File: src/rtl/naval_game_sequencer_if.sv
// Control/datapath bundle for the naval game sequencer.
// master: player controls + map/hit datapath side; slave: the sequencer.
interface naval_game_sequencer_if;
  logic       start;
  logic       confirm;
  logic [2:0] map_code;
  logic [2:0] x_coord;
  logic [2:0] y_coord;
  logic       cell_is_ship;
  logic       cell_already_hit;
  logic [1:0] game_state_code;
  logic [2:0] saved_map_code;
  logic       hit_wr_en;
  logic [5:0] hit_addr;
  logic [1:0] led_rgb;
  logic [5:0] hits_count;
  logic [4:0] shots_used;
  logic       win;

  modport master (
    output start, confirm, map_code, x_coord, y_coord, cell_is_ship, cell_already_hit,
    input  game_state_code, saved_map_code, hit_wr_en, hit_addr, led_rgb,
           hits_count, shots_used, win
  );

  modport slave (
    input  start, confirm, map_code, x_coord, y_coord, cell_is_ship, cell_already_hit,
    output game_state_code, saved_map_code, hit_wr_en, hit_addr, led_rgb,
           hits_count, shots_used, win
  );
endinterface

File: src/rtl/naval_game_sequencer.sv
// Naval-battle round sequencer: IDLE -> PREP -> ATTACK/CHECK/HOLD -> END.
// Shot effects (strobe, counters, LED) are registered on the confirm edge so
// they are visible during the single CHECK cycle; HOLD stretches the LED.
// Optional feature macro: SHOT_LIMIT_EN (ends the game without a win once
// MAX_SHOTS shots have been accepted).
module naval_game_sequencer #(
  parameter int COLS       = 7,
  parameter int ROWS       = 5,
  parameter int SHIP_CELLS = 8,
  parameter int MAX_SHOTS  = 15,
  parameter int LED_HOLD   = 4    // must be >= 2
) (
  input  logic clk,
  input  logic reset,
  naval_game_sequencer_if.slave bus
);

  typedef enum logic [2:0] {S_IDLE, S_PREP, S_ATTACK, S_CHECK, S_HOLD, S_END} state_t;

`ifdef SHOT_LIMIT_EN
  localparam bit LIMIT_EN = 1'b1;
`else
  localparam bit LIMIT_EN = 1'b0;
`endif

  localparam int            HW        = (LED_HOLD > 2) ? $clog2(LED_HOLD) : 1;
  // CHECK already shows the LED for one cycle, HOLD covers the rest.
  localparam logic [HW-1:0] HOLD_LOAD = HW'(LED_HOLD - 2);

  state_t        state;
  logic          shot_ok;    // registered shot had in-range coordinates
  logic [HW-1:0] hold_cnt;
  logic          coord_ok;
  logic [5:0]    addr;
  logic          won;
  logic          budget_out;

  assign coord_ok   = (int'(bus.x_coord) < COLS) && (int'(bus.y_coord) < ROWS);
  assign addr       = 6'(int'(bus.y_coord) * COLS + int'(bus.x_coord));
  assign won        = (bus.hits_count == 6'(SHIP_CELLS));
  assign budget_out = LIMIT_EN && (int'(bus.shots_used) >= MAX_SHOTS);

  // Round FSM with all outputs registered; start low always returns to IDLE.
  always_ff @(posedge clk or posedge reset) begin
    if (reset) begin
      state               <= S_IDLE;
      shot_ok             <= 1'b0;
      hold_cnt            <= '0;
      bus.game_state_code <= 2'b00;
      bus.saved_map_code  <= 3'd0;
      bus.hit_wr_en       <= 1'b0;
      bus.hit_addr        <= 6'd0;
      bus.led_rgb         <= 2'b00;
      bus.hits_count      <= 6'd0;
      bus.shots_used      <= 5'd0;
      bus.win             <= 1'b0;
    end else begin
      bus.hit_wr_en <= 1'b0;
      if (!bus.start) begin
        // start fall beats any confirm; pending strobe is dropped
        state               <= S_IDLE;
        bus.game_state_code <= 2'b00;
        bus.saved_map_code  <= 3'd0;
        bus.led_rgb         <= 2'b00;
        bus.hits_count      <= 6'd0;
        bus.shots_used      <= 5'd0;
        bus.win             <= 1'b0;
        shot_ok             <= 1'b0;
      end else begin
        case (state)
          S_IDLE: begin
            state               <= S_PREP;
            bus.game_state_code <= 2'b01;
          end
          S_PREP: begin
            bus.saved_map_code <= bus.map_code;
            if (bus.confirm && bus.map_code <= 3'd4) begin
              state               <= S_ATTACK;
              bus.game_state_code <= 2'b10;
              bus.hits_count      <= 6'd0;
              bus.shots_used      <= 5'd0;
            end
          end
          S_ATTACK: begin
            if (bus.confirm) begin
              state        <= S_CHECK;
              bus.hit_addr <= addr;
              shot_ok      <= coord_ok;
              if (!coord_ok) begin
                bus.led_rgb <= 2'b00;
              end else if (bus.cell_already_hit) begin
                bus.led_rgb <= 2'b01;
              end else begin
                bus.hit_wr_en <= 1'b1;
                if (bus.shots_used != 5'd31)
                  bus.shots_used <= bus.shots_used + 5'd1;
                if (bus.cell_is_ship && bus.hits_count < 6'(SHIP_CELLS))
                  bus.hits_count <= bus.hits_count + 6'd1;
                bus.led_rgb <= bus.cell_is_ship ? 2'b10 : 2'b01;
              end
            end
          end
          S_CHECK: begin
            if (!shot_ok) begin
              state <= S_ATTACK;
            end else begin
              state    <= S_HOLD;
              hold_cnt <= HOLD_LOAD;
            end
          end
          S_HOLD: begin
            if (hold_cnt == '0) begin
              bus.led_rgb <= 2'b00;
              if (won) begin
                state               <= S_END;
                bus.game_state_code <= 2'b11;
                bus.win             <= 1'b1;
              end else if (budget_out) begin
                state               <= S_END;
                bus.game_state_code <= 2'b11;
              end else begin
                state <= S_ATTACK;
              end
            end else begin
              hold_cnt <= hold_cnt - 1'b1;
            end
          end
          S_END: begin
            // frozen until start falls
          end
          default: begin
            state               <= S_IDLE;
            bus.game_state_code <= 2'b00;
          end
        endcase
      end
    end
  end

endmodule

File: src/flat_wrapper.sv
// flat-port wrapper written by rule: the top's interface ports become plain ports
module naval_game_sequencer_flat 
#(
  parameter int COLS       = 7,
  parameter int ROWS       = 5,
  parameter int SHIP_CELLS = 8,
  parameter int MAX_SHOTS  = 15,
  parameter int LED_HOLD   = 4                   
)
  (clk, reset, bus_start, bus_confirm, bus_map_code, bus_x_coord, bus_y_coord, bus_cell_is_ship, bus_cell_already_hit, bus_game_state_code, bus_saved_map_code, bus_hit_wr_en, bus_hit_addr, bus_led_rgb, bus_hits_count, bus_shots_used, bus_win);
  naval_game_sequencer_if bus_i ();
  input  logic clk;
  input  logic reset;
  input wire logic [$bits(bus_i.start)-1:0] bus_start;
  input wire logic [$bits(bus_i.confirm)-1:0] bus_confirm;
  input wire logic [$bits(bus_i.map_code)-1:0] bus_map_code;
  input wire logic [$bits(bus_i.x_coord)-1:0] bus_x_coord;
  input wire logic [$bits(bus_i.y_coord)-1:0] bus_y_coord;
  input wire logic [$bits(bus_i.cell_is_ship)-1:0] bus_cell_is_ship;
  input wire logic [$bits(bus_i.cell_already_hit)-1:0] bus_cell_already_hit;
  output wire logic [$bits(bus_i.game_state_code)-1:0] bus_game_state_code;
  output wire logic [$bits(bus_i.saved_map_code)-1:0] bus_saved_map_code;
  output wire logic [$bits(bus_i.hit_wr_en)-1:0] bus_hit_wr_en;
  output wire logic [$bits(bus_i.hit_addr)-1:0] bus_hit_addr;
  output wire logic [$bits(bus_i.led_rgb)-1:0] bus_led_rgb;
  output wire logic [$bits(bus_i.hits_count)-1:0] bus_hits_count;
  output wire logic [$bits(bus_i.shots_used)-1:0] bus_shots_used;
  output wire logic [$bits(bus_i.win)-1:0] bus_win;
  assign bus_i.start = bus_start;
  assign bus_i.confirm = bus_confirm;
  assign bus_i.map_code = bus_map_code;
  assign bus_i.x_coord = bus_x_coord;
  assign bus_i.y_coord = bus_y_coord;
  assign bus_i.cell_is_ship = bus_cell_is_ship;
  assign bus_i.cell_already_hit = bus_cell_already_hit;
  assign bus_game_state_code = bus_i.game_state_code;
  assign bus_saved_map_code = bus_i.saved_map_code;
  assign bus_hit_wr_en = bus_i.hit_wr_en;
  assign bus_hit_addr = bus_i.hit_addr;
  assign bus_led_rgb = bus_i.led_rgb;
  assign bus_hits_count = bus_i.hits_count;
  assign bus_shots_used = bus_i.shots_used;
  assign bus_win = bus_i.win;
  naval_game_sequencer #(.COLS(COLS), .ROWS(ROWS), .SHIP_CELLS(SHIP_CELLS), .MAX_SHOTS(MAX_SHOTS), .LED_HOLD(LED_HOLD)) u_core (.clk(clk), .reset(reset), .bus(bus_i));
endmodule
File: config.mk
export PLATFORM = sky130hd
export DESIGN_NAME = naval_game_sequencer_flat
export DESIGN_NICKNAME = d
export VERILOG_FILES = /design/src/rtl/naval_game_sequencer_if.sv /design/src/rtl/naval_game_sequencer.sv /design/src/flat_wrapper.sv
export SDC_FILE = /design/constraint.sdc
export NUM_CORES = 1
export LEC_CHECK = 0
export BUFFER_PORTS_ARGS = -buffer_cell sky130_fd_sc_hd__clkbuf_2
export CAP_MARGIN = 20
export CORE_MARGIN = 3
export CORE_UTILIZATION = 35
export CTS_CLUSTER_SIZE = 16
export DETAILED_ROUTE_END_ITERATION = 8
export REMOVE_ABC_BUFFERS = 1
export SLEW_MARGIN = 5
export SYNTH_ARGS = -nofsm -noshare
export SYNTH_HDL_FRONTEND = slang
export SYNTH_SLANG_ARGS = --single-unit
File: constraint.sdc
create_clock -name clk -period 3.9 [get_ports clk]
set_input_delay 0.78 -clock clk [delete_from_list [all_inputs] [get_ports clk]]
set_output_delay 0.78 -clock clk [all_outputs]
set_load 0.05 [all_outputs]
==> results of run 1 <==
synthesized netlist by cell type, types with 4 or more instances:
master / number
mux2_2: 6
nor2_1: 12
a32o_1: 4
nand2_1: 19
dfrtp_1: 32
a21oi_1: 16
inv_1: 13
ha_1: 17
o21ai_0: 8
fa_1: 4
nand2b_1: 4
clkbuf_1: 6
critical path, stage by stage:
cell and delay [ns]:
clkbuf_2 0.13, fa_1 0.57, fa_1 0.47, fa_1 0.47, a21o_1 0.19, a21oi_1 0.16, xor2_1 0.16, o21ai_0 0.09
stage by stage:
stage / setup slack [ns] / instances / hold slack (ns) / util
global route: 0.903 / 326 / 0.512 / 0.433
CTS: 1.03 / 326 / 0.488 / 0.433
global placement: 0.766 / 318 / 0.470 / 0.417
finish: 1.03 / 326 / 0.486 / 0.433
detailed placement: 0.728 / 318 / 0.472 / 0.417
floorplan: 0.969 / 204 / 0.500 / -
state kept, by name, summed over array words and instances, names as in the netlist:
register and count:
u_core.bus.game_state_code 2, u_core.bus.hit_addr 6, u_core.bus.hit_wr_en 1, u_core.bus.hits_count 6
u_core.bus.led_rgb 2, u_core.bus.saved_map_code 3, u_core.bus.shots_used 5, u_core.bus.win 1
u_core.hold_cnt 2, u_core.shot_ok 1, u_core.state 3
worst paths after layout:
path,endpoint,startpoint
worst max-delay path,u_core.bus.hit_addr[5],bus_y_coord[0]
worst min-delay path,u_core.bus.hit_addr[4],u_core.bus.hit_addr[4]
worst max register to register,u_core.bus.shots_used[4],u_core.state[0]
worst min register to register,u_core.bus.hit_addr[4],u_core.bus.hit_addr[4]
max in group asynchronous,u_core.bus.game_state_code[1],reset
min in group asynchronous,u_core.bus.hit_addr[4],reset
cell usage in the layout (no fill, tap or decap), types with 3 or more instances in the layout:
| cell | netlist | layout |
|---|---|---|
| clkbuf_8 | 0 | 6 |
| clkbuf_2 | 0 | 40 |
| mux2_2 | 6 | 6 |
| fa_1 | 4 | 4 |
| nand2_1 | 19 | 19 |
| dfrtp_1 | 32 | 32 |
| nor4_1 | 3 | 3 |
| nand2b_1 | 4 | 4 |
| or3_1 | 3 | 3 |
| nor2_1 | 12 | 12 |
| a2bb2oi_1 | 3 | 3 |
| nor2b_1 | 3 | 3 |
| ha_1 | 17 | 17 |
| a21o_1 | 3 | 3 |
| o21ai_0 | 8 | 8 |
| a21oi_1 | 16 | 16 |
| nor3_1 | 3 | 3 |
| inv_1 | 13 | 13 |
| xor2_1 | 3 | 3 |
| a32o_1 | 4 | 4 |
final cells by class:
class / instances / area (um2)
inverter: 14 / 52.6
tap: 72 / 90.1
timing repair buffer: 42 / 215
multi-input combinational: 158 / 1220
sequential: 32 / 801
fill: 564 / 3240
clock buffer: 8 / 90.1
logic make-up after synthesis:
| family | after synthesis | synth area share |
|---|---|---|
| DFF | 32 | 0.376 |
| buffers and inverters | 23 | 0.0482 |
| AOI/OAI and AO/OA | 57 | 0.192 |
| and+or+nand+nor | 68 | 0.188 |
| adders and majority gates | 21 | 0.138 |
| muxes | 8 | 0.0412 |
| xor gates and xnor gates | 4 | 0.0165 |
power breakdown:
group	internal (mW)	switching, mW	leakage (nW)
logic	0.130	0.277	0.747
clock network	0.144	0.121	0.0455
registers	0.381	0.0465	0.426
total	0.655	0.445	1.22
per-layer routing:
metal | GRT usage | share of wire | up-vias
met5 | 0 | 0 | -
met4 | 0.0570 | 0.017 | 0
met3 | 0.0346 | 0.053 | 7
met2 | 0.212 | 0.45 | 46
met1 | 0.195 | 0.48 | 829
li1 | - | - | 868
==> results.py, run 1 <==
metrics = {
    "yosys": {
        "synth_edf_count": 0,
        "syn_area_um2": 2130,
        "syn_inst": 213,
        "ys_types": 56,
        "synth_area_leaders": "dfrtp_1 38%, ha_1 10%, a21oi_1 3.8%",
        "seq_area_frac_synth": 0.376,
        "async_flop_share": 1.00,
        "yosys_warnings": 0,
        "avgSynthCellArea_um2": 9.99,
        "synth_seq_cells": 32,
        "yosysTopAreaCell": "dfrtp_1",
        "synthFlopType": "dfrtp_1",
        "synth_top_cell_area_share": 0.376,
    },
    "global_routing": {
        "grt_max_degree": 33,
        "antenna_found_initial": 0,
        "grt_pass1_wl_um": 8090,
        "first_global_vias": 1711,
        "grt_usage": 0.142,
        "grt_overflow": 0,
    },
    "route": {
        "drt_first_pass_iters": 4,
        "num_vias": 1750,
        "vias_per_cell": 5.37,
        "wire_per_inst_um": 14.1,
        "totalWireLength_um": 4600,
        "ant_nets": 0,
        "drt_iter0_drc": 111,
        "drc": 0,
    },
    "timing": {
        "finalCriticalPeriod_ns": 2.87,
        "finClkSkew_ns": 0.00327,
        "fmax_mhz": 349,
        "hold_violations": 0,
        "finalSetupTns_ns": 0,
        "maxSlewViolCount": 0,
        "setup_viol": 0,
        "rsz0062_at_grt": "no",
        "fin_crit_sh": 0.735,
        "slew-limit-headroom": 0.400,
        "worst_pin_slew_ns": 0.900,
    },
    "worst_hold_path": {
        "whs_path_depth": 2,
        "hp-class": "reg2reg",
    },
    "status": {
        "status": "completed",
    },
    "placement": {
        "port_buffers": 40,
        "gp_congestion": 0.787,
        "dpl-instance-area_um2": 2380,
        "dp_hpwl_um": 3440,
    },
    "floorplan": {
        "die_h_um": 84.0,
        "coreArea_um2": 5710,
        "rows": 27,
        "start_util": 0.373,
        "die_w_um": 84.0,
        "die_area_um2": 7050,
        "ios": 41,
    },
    "cts": {
        "cts_tree": "built",
        "cts-buffers-inserted": 5,
        "htreeDepth": 2,
        "cts_setup_buffers": 0,
        "clock_latency_ns": 0.28,
        "clock_sinks": 32,
        "cts.path.max_buffers": 2,
        "clk_pin_slew_ns": 0.07,
        "ctsResizeCount": 0,
        "ctsHoldBuffers": 0,
        "root_buffer": "clkbuf_8",
    },
    "power_and_ir_drop": {
        "p_leak_nw": 1.22,
        "powerDensity_nw_per_um2": 444,
        "p_total_mw": 1.10,
        "peakVddDrop_mv": 0.335,
    },
    "critical_path": {
        "path_class": "in2reg",
        "cp.required_ns": 4.06,
        "worst_ep_arrival_time_ns": 3.02,
        "rrSetupSlack_ns": 1.58,
        "startpoint_type": "input port",
        "crit_fanout": 5,
        "cp-end-kind": "register",
        "r2r_cells": 5,
    },
    "finish": {
        "antennaDiodeCount": 0,
        "final_nets": 289,
        "drive_above_1_share": 0.240,
        "finalInstanceArea_um2": 2470,
        "syn_to_final_growth_pct": 16.2,
    },
    "job": {
        "maxCapViolations": 0,
    },
}
Note: power is estimated with default switching activity, not from simulation.
==> run 2: changes to the inputs <==
==> constraint.sdc (replaced) <==
create_clock -name clk -period 2.73 [get_ports clk]
set_input_delay 0.546 -clock clk [delete_from_list [all_inputs] [get_ports clk]]
set_output_delay 0.546 -clock clk [all_outputs]
set_load 0.05 [all_outputs]
==> results.py, run 2 (synthesized netlist as in run 1, its figures left out) <==
metrics = {
    "critical_path": {
        "crit_fanout": 2,
        "path_class": "in2reg",
        "worst_ep_arrival_time_ns": 2.73,
        "cp-end-kind": "register",
        "cp.required_ns": 2.89,
        "startpoint_type": "input port",
    },
    "global_routing": {
        "grt_overflow": 0,
        "grt_usage": 0.151,
        "grt_max_degree": 21,
        "antenna_found_initial": 0,
        "first_global_vias": 1789,
        "grt_pass1_wl_um": 8620,
    },
    "power_and_ir_drop": {
        "p_sw_frac": 0.393,
        "seq_power_share": 0.356,
        "power_switching_mw": 0.660,
        "powerDensity_nw_per_um2": 650,
        "pwr-share-clk": 0.273,
        "pwr-share-comb": 0.371,
        "peakVddDrop_mv": 0.468,
        "p_leak_nw": 1.29,
        "internal_power_mw": 1.02,
    },
    "route": {
        "num_vias": 1795,
        "drc": 0,
        "wire_per_inst_um": 14.5,
        "drt_first_pass_iters": 4,
        "drt_iter0_drc": 118,
        "vias_per_cell": 5.31,
        "totalWireLength_um": 4900,
        "ant_nets": 0,
    },
    "placement": {
        "gp_congestion": 0.798,
        "dp_hpwl_um": 3790,
        "port_buffers": 40,
        "post-place-ws_ns": -0.185,
        "dp.cells": 330,
        "dpl-instance-area_um2": 2470,
    },
    "cts": {
        "ctsHoldBuffers": 0,
        "cts-buffers-inserted": 5,
        "cts_setup_buffers": 0,
        "ctsResizeCount": 0,
        "cts.path.max_buffers": 2,
        "root_buffer": "clkbuf_8",
        "clock_latency_ns": 0.29,
        "cts_tree": "built",
        "clk_pin_slew_ns": 0.07,
        "htreeDepth": 2,
        "clock_sinks": 32,
    },
    "timing": {
        "maxSlewViolCount": 0,
        "worst_pin_slew_ns": 0.786,
        "finalCriticalPeriod_ns": 2.57,
        "fmax_mhz": 389,
        "hold_violations": 0,
        "fin_crit_sh": 0.943,
        "finalWorstSetupSlack_ns": 0.156,
        "slew-limit-headroom": 0.475,
        "finClkSkew_ns": 0.00938,
        "setup_viol": 0,
        "finalSetupTns_ns": 0,
        "rsz0062_at_grt": "no",
    },
    "finish": {
        "finalInstanceArea_um2": 2580,
        "final_cell_mix": "40 x clkbuf_2, 32 x dfrtp_1, 19 x nand2_1",
        "antennaDiodeCount": 0,
        "top_regs": "u_core.bus.hit_addr: 6 flops, u_core.bus.hits_count: 6 flops, u_core.bus.shots_used: 5 flops",
        "drive_above_1_share": 0.278,
        "final_nets": 301,
        "syn_to_final_growth_pct": 21.3,
        "final_core_util": 0.452,
        "final_cells": 338,
        "final_common_cell": "clkbuf_2",
    },
    "floorplan": {
        "die_area_um2": 7050,
        "die_w_um": 84.0,
        "coreArea_um2": 5710,
        "die_h_um": 84.0,
        "rows": 27,
        "start_util": 0.373,
        "ios": 41,
    },
    "status": {
        "status": "completed",
    },
    "worst_hold_path": {
        "hp-class": "in2async",
    },
    "job": {
        "maxCapViolations": 0,
    },
}
==> run 2: worst paths after layout <==
path                                             start  slack, ns  depth (start not counted)                  endpoint
max in group asynchronous                        reset       1.73                          3  u_core.bus.shots_used[3]
worst max-delay path                    bus_y_coord[0]       0.16                          8    u_core.bus.hit_addr[5]
min in group clk                u_core.bus.hit_addr[3]       0.48                          2    u_core.bus.hit_addr[3]
worst min-delay path                             reset       0.37                          2    u_core.bus.hit_addr[4]
worst max register to register         u_core.state[0]       0.57                          4  u_core.bus.shots_used[0]
worst min register to register  u_core.bus.hit_addr[3]       0.48                          2    u_core.bus.hit_addr[3]
==> run 2: critical path, cell delays in order <==
cell and delay (ns):
clkbuf_2 0.10, fa_1 0.57, fa_1 0.48, fa_1 0.46, a21o_1 0.19, a21oi_1 0.16
xor2_1 0.14, o21ai_0 0.09
==> run 2: through the flow <==
step           hold WS [ns]  total power [mW]
2_1_floorplan         0.500              1.06
3_3_place_gp          0.465              1.22
3_5_place_dp          0.470              1.24
4_1_cts               0.400              1.70
5_1_grt               0.440              1.79
6_report              0.373              1.68
==> run 2: per-layer routing <==
| metal | routed length [um] | vias up | part of all wire | global-route usage |
|---|---|---|---|---|
| met1 | 2340 | 847 | 0.48 | 0.200 |
| li1 | - | 896 | - | - |
| met3 | 241 | 10 | 0.049 | 0.0434 |
| met5 | 0 | - | 0 | 0 |
| met2 | 2220 | 42 | 0.45 | 0.234 |
| met4 | 99 | 0 | 0.020 | 0.0570 |
==> run 2: layout make-up <==
cell class / instances / area (um2)
Clock buffer: 6 / 72.6
Inverter: 14 / 52.6
Sequential cell: 32 / 801
Timing Repair Buffer: 54 / 305
Tap cell: 72 / 90.1
Multi-Input combinational cell: 158 / 1220
Fill cell: 587 / 3130
Clock inverter: 2 / 35.0
==> run 2: power groups by stage <==
stage / registers (mW) / clock network (mW) / logic, mW
4_1_cts: 0.598 / 0.470 / 0.631
3_5_place_dp: 0.606 / 0 / 0.630
6_report: 0.598 / 0.458 / 0.623
3_3_place_gp: 0.603 / 0 / 0.619
2_1_floorplan: 0.818 / 0 / 0.243
5_1_grt: 0.611 / 0.493 / 0.685
==> run 3: changes to the inputs <==
--- a/config.mk
+++ b/config.mk
@@ -9,6 +9,7 @@
 export CAP_MARGIN = 20
 export CORE_MARGIN = 3
 export CORE_UTILIZATION = 35
+export CTS_BUF_LIST = sky130_fd_sc_hd__clkbuf_4
 export CTS_CLUSTER_SIZE = 16
 export DETAILED_ROUTE_END_ITERATION = 8
 export REMOVE_ABC_BUFFERS = 1
==> results.py, run 3 (synthesized netlist as in run 1, its figures left out) <==
metrics = {
    "floorplan": {
        "start_util": 0.373,
        "die_h_um": 84.0,
        "rows": 27,
        "die_w_um": 84.0,
        "ios": 41,
        "die_area_um2": 7050,
        "coreArea_um2": 5710,
    },
    "critical_path": {
        "path_class": "in2reg",
        "startpoint_type": "input port",
        "crit_fanout": 2,
        "rrSetupSlack_ns": 0.55,
        "cp-end-kind": "register",
        "cp.required_ns": 2.95,
        "r2r_cells": 4,
        "timing.rr.end": "u_core.bus.shots_used[0]",
        "worst_ep_arrival_time_ns": 2.73,
        "timing.rr.start": "u_core.state[0]",
    },
    "route": {
        "drt_first_pass_iters": 4,
        "wire_per_inst_um": 14.3,
        "drt_iter0_drc": 102,
        "num_vias": 1778,
        "ant_nets": 0,
        "drc": 0,
        "totalWireLength_um": 4850,
        "vias_per_cell": 5.26,
    },
    "power_and_ir_drop": {
        "peakVddDrop_mv": 0.445,
        "p_leak_nw": 1.28,
        "powerDensity_nw_per_um2": 624,
        "p_total_mw": 1.59,
    },
    "cts": {
        "root_buffer": "clkbuf_4",
        "ctsHoldBuffers": 0,
        "cts_setup_buffers": 0,
        "cts_tree": "built",
        "cts.path.max_buffers": 2,
        "clk_pin_slew_ns": 0.11,
        "clock_latency_ns": 0.34,
        "clock_sinks": 32,
        "htreeDepth": 2,
        "ctsResizeCount": 0,
        "cts-buffers-inserted": 5,
    },
    "timing": {
        "slew-limit-headroom": 0.480,
        "fin_crit_sh": 0.921,
        "finalCriticalPeriod_ns": 2.52,
        "fmax_mhz": 398,
        "worst_pin_slew_ns": 0.779,
        "hold_violations": 0,
        "finalWorstSetupSlack_ns": 0.215,
        "setup_viol": 0,
        "rsz0062_at_grt": "no",
        "finalSetupTns_ns": 0,
        "maxSlewViolCount": 0,
        "finClkSkew_ns": 0.0177,
        "fin_hold_ws_ns": 0.307,
    },
    "finish": {
        "final_cell_mix": "40 x clkbuf_2, 32 x dfrtp_1, 19 x nand2_1",
        "syn_to_final_growth_pct": 20.0,
        "regArea_um2": 801,
        "top_regs": "u_core.bus.hit_addr: 6 flops, u_core.bus.hits_count: 6 flops, u_core.bus.shots_used: 5 flops",
        "final_common_cell": "clkbuf_2",
        "antennaDiodeCount": 0,
        "drive_above_1_share": 0.282,
        "final_nets": 301,
        "multi_input_area_um2": 1220,
        "nFillCells": 582,
    },
    "global_routing": {
        "grt_max_degree": 21,
        "antenna_found_initial": 0,
        "first_global_vias": 1774,
        "grt_usage": 0.150,
        "grt_overflow": 0,
        "grt_pass1_wl_um": 8570,
    },
    "placement": {
        "post-place-ws_ns": -0.185,
        "gp_congestion": 0.798,
        "dp_hpwl_um": 3790,
        "port_buffers": 40,
    },
    "worst_hold_path": {
        "hp-class": "in2async",
    },
    "status": {
        "status": "completed",
    },
    "job": {
        "maxCapViolations": 0,
    },
}
[run 3: metal layers]
metal | GRT usage | up-vias | routed length (um) | part of all wire
met1 | 0.200 | 834 | 2350 | 0.49
met4 | 0.0512 | 0 | 78 | 0.016
met3 | 0.0434 | 7 | 246 | 0.051
met2 | 0.231 | 45 | 2170 | 0.45
met5 | 0 | - | 0 | 0
li1 | - | 892 | - | -
[run 3: how the worst max path moves through the flow]
stage,slack (ns),start,cells past startpoint,end
6_report,0.21,bus_y_coord[0],8,u_core.bus.hit_addr[5]
5_1_grt,0.10,bus_y_coord[0],8,u_core.bus.hit_addr[5]
4_1_cts,0.20,bus_y_coord[0],8,u_core.bus.hit_addr[5]
3_5_place_dp,-0.19,bus_y_coord[0],8,u_core.bus.hit_addr[5]
3_3_place_gp,-0.12,bus_y_coord[0],8,u_core.bus.hit_addr[5]
2_1_floorplan,0.03,bus_y_coord[0],7,u_core.bus.hit_addr[5]
[run 3: power by group]
part	leakage (nW)	internal [mW]	switching, mW
clock network	0.0456	0.202	0.172
registers	0.426	0.544	0.0529
logic	0.807	0.203	0.420
[run 3: cell type report]
class | instances | share of cell area
Multi-Input combinational cell | 158 | 0.480
Clock buffer | 6 | 0.0176
Tap cell | 72 | 0.0353
Sequential cell | 32 | 0.314
Timing Repair Buffer | 54 | 0.120
Inverter | 14 | 0.0206
Clock inverter | 2 | 0.0137
[run 3: worst max-delay path, cell delays in order]
cell      delay [ns]
clkbuf_2        0.10
fa_1            0.57
fa_1            0.48
fa_1            0.46
a21o_1          0.19
a21oi_1         0.16
xor2_1          0.14
o21ai_0         0.09
[run 3: stage by stage]
step / utilization / instance area [um2] / instances
3_5_place_dp: 0.433 / 2470 / 330
4_1_cts: 0.447 / 2550 / 338
2_1_floorplan: - / 2080 / 204
5_1_grt: 0.447 / 2550 / 338
6_report: 0.447 / 2550 / 338
3_3_place_gp: 0.433 / 2470 / 330
